`src/rtl/sv32_pkg.sv`:
```
// Shared SV32 MMU definitions: page geometry constants and the types used
// by the page-table-walker arbiter.
package sv32_pkg;

   localparam int SV32_PAGE_SHIFT = 12;
   localparam int SV32_VPN_BITS   = 10;
   localparam int SV32_LEVELS     = 2;
   localparam int SV32_PTE_BYTES  = 4;

   typedef enum logic [1:0] {
      IDLE = 2'd0,
      BUSY = 2'd1,
      RESP = 2'd2
   } ptwarb_state_t;

   typedef enum logic {
      GRANT_I = 1'b0,
      GRANT_D = 1'b1
   } grant_t;

endpackage

```
`src/rtl/sv32_ptw_arbiter.sv`:
```
// Shares one SV32 page-table walker between the instruction-fetch and the
// load/store translators; one walk in flight, completion pulsed to its owner.
module sv32_ptw_arbiter
   import sv32_pkg::*;
#(
   parameter int ROUND_ROBIN = 1
) (
   input  logic        clk,
   input  logic        resetn,
   input  logic        i_walk_valid,
   input  logic [31:0] i_address,
   output logic        i_walk_ready,
   input  logic        d_walk_valid,
   input  logic [31:0] d_address,
   output logic        d_walk_ready,
   output logic [31:0] pte,
   output logic        ptw_valid,
   output logic [31:0] ptw_address,
   output logic        ptw_is_instr,
   input  logic        ptw_ready,
   input  logic [31:0] ptw_pte,
   output logic [1:0]  dbg_state_o
);

   // Handshake: a translator holds walk_valid until it sees its own one-cycle
   // walk_ready; the walker sees ptw_valid for the whole walk and answers with
   // a one-cycle ptw_ready that qualifies ptw_pte.

   ptwarb_state_t state_q, state_d;
   grant_t        grant_q, grant_d;
   grant_t        last_grant_q, last_grant_d;
   logic [31:0]   addr_q, addr_d;
   logic [31:0]   pte_q, pte_d;

   // On contention in round-robin mode the side not served last wins.
   function automatic grant_t pick_grant(input logic iv, input logic dv,
                                         input grant_t last);
      if (iv && dv)
         return (ROUND_ROBIN != 0 && last == GRANT_D) ? GRANT_I : GRANT_D;
      else if (iv)
         return GRANT_I;
      else
         return GRANT_D;
   endfunction

   always_ff @(posedge clk or negedge resetn) begin
      if (!resetn) begin
         state_q      <= IDLE;
         grant_q      <= GRANT_I;
         last_grant_q <= GRANT_I;
         addr_q       <= 32'h0;
         pte_q        <= 32'h0;
      end else begin
         state_q      <= state_d;
         grant_q      <= grant_d;
         last_grant_q <= last_grant_d;
         addr_q       <= addr_d;
         pte_q        <= pte_d;
      end
   end

   always_comb begin
      state_d      = state_q;
      grant_d      = grant_q;
      last_grant_d = last_grant_q;
      addr_d       = addr_q;
      pte_d        = pte_q;
      case (state_q)
         IDLE: begin
            if (i_walk_valid || d_walk_valid) begin
               grant_d = pick_grant(i_walk_valid, d_walk_valid, last_grant_q);
               addr_d  = (grant_d == GRANT_I) ? i_address : d_address;
               state_d = BUSY;
            end
         end
         BUSY: begin
            if (ptw_ready) begin
               pte_d        = ptw_pte;
               last_grant_d = grant_q;
               state_d      = RESP;
            end
         end
         // RESP lasts one cycle so the served requester, whose walk_valid is
         // still high, cannot be re-granted on the same request.
         RESP:    state_d = IDLE;
         default: state_d = IDLE;
      endcase
   end

   assign ptw_valid    = (state_q == BUSY);
   assign ptw_address  = addr_q;
   assign ptw_is_instr = (state_q == BUSY) && (grant_q == GRANT_I);
   assign i_walk_ready = (state_q == RESP) && (grant_q == GRANT_I);
   assign d_walk_ready = (state_q == RESP) && (grant_q == GRANT_D);
   assign pte          = pte_q;
   assign dbg_state_o  = state_q;

endmodule

```
`config.mk`:
```
export PLATFORM = sky130hd
export DESIGN_NAME = sv32_ptw_arbiter
export DESIGN_NICKNAME = d
export VERILOG_FILES = /design/src/rtl/sv32_pkg.sv /design/src/rtl/sv32_ptw_arbiter.sv
export SDC_FILE = /design/constraint.sdc
export NUM_CORES = 1
export LEC_CHECK = 0
export BUFFER_PORTS_ARGS = -buffer_cell sky130_fd_sc_hd__buf_2
export CAP_MARGIN = 30
export CORE_ASPECT_RATIO = 1.1
export CORE_UTILIZATION = 45
export CTS_BUF_LIST = sky130_fd_sc_hd__clkbuf_4 sky130_fd_sc_hd__clkbuf_8 sky130_fd_sc_hd__clkbuf_16
export CTS_CLUSTER_SIZE = 25
export DETAILED_ROUTE_END_ITERATION = 10
export PLACE_DENSITY = 0.79
export SLEW_MARGIN = 15
export SYNTH_ARGS = -nofsm -noshare
export SYNTH_HDL_FRONTEND = slang
export SYNTH_SLANG_ARGS = --single-unit
```
`constraint.sdc`:
```
create_clock -name clk -period 2 [get_ports clk]
set_input_delay 0.1 -clock clk [delete_from_list [all_inputs] [get_ports clk]]
set_output_delay 0.1 -clock clk [all_outputs]
set_load 0.1 [all_outputs]
```
==> metrics <==
status=completed; main combinational cell family by area after synthesis=compound AO/OA/AOI/OAI gates; clock-pin slew on the worst setup and hold paths=0.07 ns; register bit total from synthesis=68; Final Wtd Congestion=0.740; Area Growth Syn to Fin=48.4%; Final Hold Vio Count=0; vias in the first global route=2808; share of post-route cells with drive strength above 1=49.7%; critical path arrival=1.83 ns; CTS max path bufs=2; syn_area_per_cell=11.0 sq um; period utilisation layout=80.7%; CP Data Required Time=2.21 ns; TritonCTS clock tree=done; number of buffers added on ports=170; clk root buf=clkbuf_8; Gate Count Post-Synth=273; delay-heaviest family, CP=flip-flops; core footprint=6310 sq um; Die Y=87.5 um; Worst-Skew Late Latency=0.34 ns; RSZ-0062 raised after global routing=no; Pre-antenna DRT Iters=4; post-synth top area share=56.9%; clk_skew=0.00893 ns; CP max-delay cell=dfrtp_4; Unique masters post-synth=20; DIE AREA=6980 sq um; CTS sink cnt=68; placed cells=504; area occupied by multi-input gates=1160 sq um; reg2reg start=dbg_state_o[0]; Starting Density=47.5%; Max-cap violations=0; mapped cell area=2990 sq um; worst setup path class=register to register; CTS buffer count=9; vias=2925; first-pass GRT wire length=13400 um; WL final=8720 um; cts hold-fix bufs=30; worst hold-check path type=primary input to register; starting DRC count in detailed routing=89; Slowest Stage Delay on Critical Path=0.52 ns; syn_nets=374; setup slack, reg-to-reg=0.39 ns; Synth area leaders=dfrtp_1 57%, mux2_2 11%, a31oi_1 6.9%; final non-filler cell total=551; H-tree Lvls=3; fill count=484; Adder-Cell Fraction of Synth Area=0%; register area share after synthesis=56.9%; Worst Hold Endpoint=pte[6]; IO Count=171; Synth Area in Simple Gates=7.40%; Final HPWL DP=5740 um; hold_sp=ptw_pte[6]; Worst Tran Pin Value=0.815 ns; grt total ovfl=0; Final min period=1.61 ns; post-CTS resize count=0; final core utilization=70.4%; Die W=79.8 um; largest net degree at the start of global routing=40; post-CTS setup buffer count=0; hold path depth=2; critical path, cell by cell=nand2b_4 -> clkinvlp_4 -> nand2_4 -> mux2_2; drc violations=0; register area=1710 sq um; post-synthesis mux area share=12.4%; Final setup viols=0; synth warn=0; startpoint types=register; reg-to-reg endpoint=pte[12]; Routed Antenna Nets=0; site row count=30; GR Util All Layers=25.3%; post-synthesis compound-gate area fraction=18.0%; DR WL/cell=15.8 um; xor/xnor share of the synthesized area=0%; worst-path maximum fanout=34; vias per cell=5.31; Fmax=619 MHz; antenna cell count=0; initial antenna violation count=0; count of buffer and inverter cells on the critical path=1; nets@finish=567; leading area contributor after synthesis=dfrtp_1; reg2reg path depth=4; Final Max Slew Viols=0; worst rel slew slack=45.6%; critical path capture point type=register
==> placed cells by master, fill, tap and decap left out <==
cell           netlist  routed
nand2b_1             2       1
mux2_2              30      30
nor3b_2              0       1
clkinvlp_4           0       2
o21bai_1             1       1
and3b_1              1       1
nor2_2               0       1
and2_4               1       1
inv_1                3       2
nand3_1             32      32
a31oi_1             33      33
nor2_1               2       1
buf_12               0       1
buf_2                4     169
o21ai_0             32      32
dlygate4sd3_1        0      31
clkinv_4             0       1
dfrtp_4              0       2
bufinv_16            0       2
clkbuf_8             0       9
clkinv_2             0       3
nand2b_4             0       1
nor2b_2              0       1
dfrtp_1             68      66
buf_4                0       9
mux2_1               3       3
or2_1                1       1
nand2_4              0       1
a21oi_1             33      33
==> area by class of cell <==
cell class                      count  share of cell area, %
Multi-Input combinational cell    174                   26.1
Timing Repair Buffer              210                   28.0
Clock inverter                      7                   2.06
Sequential cell                    68                   38.5
Tap cell                           80                   2.25
Inverter                            3                  0.338
Clock buffer                        9                   2.79
==> cell usage after synthesis <==
library cell	number
buf_6	5
dfrtp_1	68
mux2_1	3
o21bai_1	1
inv_1	3
clkbuf_1	19
nor3b_1	1
mux2_2	30
o21ai_0	32
nand3_1	32
nand2b_1	2
nand2_1	1
nor2b_1	1
nor2_1	2
a21oi_1	33
and2_4	1
buf_2	4
or2_1	1
a31oi_1	33
and3b_1	1
==> metal layers <==
layer	vias to the layer above	global-route usage (%)	share of wire [%]
met5	-	0	0
met4	0	9.58	1.9
met3	16	6.77	8.2
met2	151	44.1	50
met1	1374	30.1	40
li1	1384	-	-
==> registers in the layout, indices dropped and copies added (netlist names) <==
name	count
dbg_state_o	2
grant_q	1
last_grant_q	1
pte	32
ptw_address	32
==> stage by stage <==
| stage | setup TNS, ns | area (sq um) | worst slack [ns] | hold slack, ns |
|---|---|---|---|---|
| after CTS | 0 | 4430 | 0.371 | 0.00269 |
| after global routing | 0 | 4440 | 0.331 | 0.00460 |
| after global placement | 0 | 3920 | 0.460 | 0.0884 |
| after detailed placement | 0 | 3920 | 0.408 | 0.0886 |
| after floorplan | -5.78 | 3020 | -0.197 | -0.196 |
| final | 0 | 4440 | 0.385 | 0.0235 |
==> worst max-delay path by stage <==
stage / startpoint / cells after the start / slack [ns] / endpoint
after detailed placement: dbg_state_o[0] / 4 / 0.41 / pte[12]
after floorplan: dbg_state_o[1] / 5 / -0.20 / pte[11]
after CTS: dbg_state_o[0] / 2 / 0.37 / i_walk_ready
final: dbg_state_o[0] / 4 / 0.39 / pte[12]
after global placement: dbg_state_o[0] / 4 / 0.46 / pte[3]
after global routing: dbg_state_o[0] / 4 / 0.33 / pte[12]
==> logic make-up (layout without fill, tap and decap cells) <==
group,after synthesis,after routing
AO/OA/AOI/OAI,99,99
multiplexers,33,33
flip-flops,68,68
AND/OR/NAND/NOR,42,42
buffers and inverters,31,229
Power is left out: the tool's default activity adds up to more than one toggle a clock period on the data nets, which glitch-free logic cannot reach.
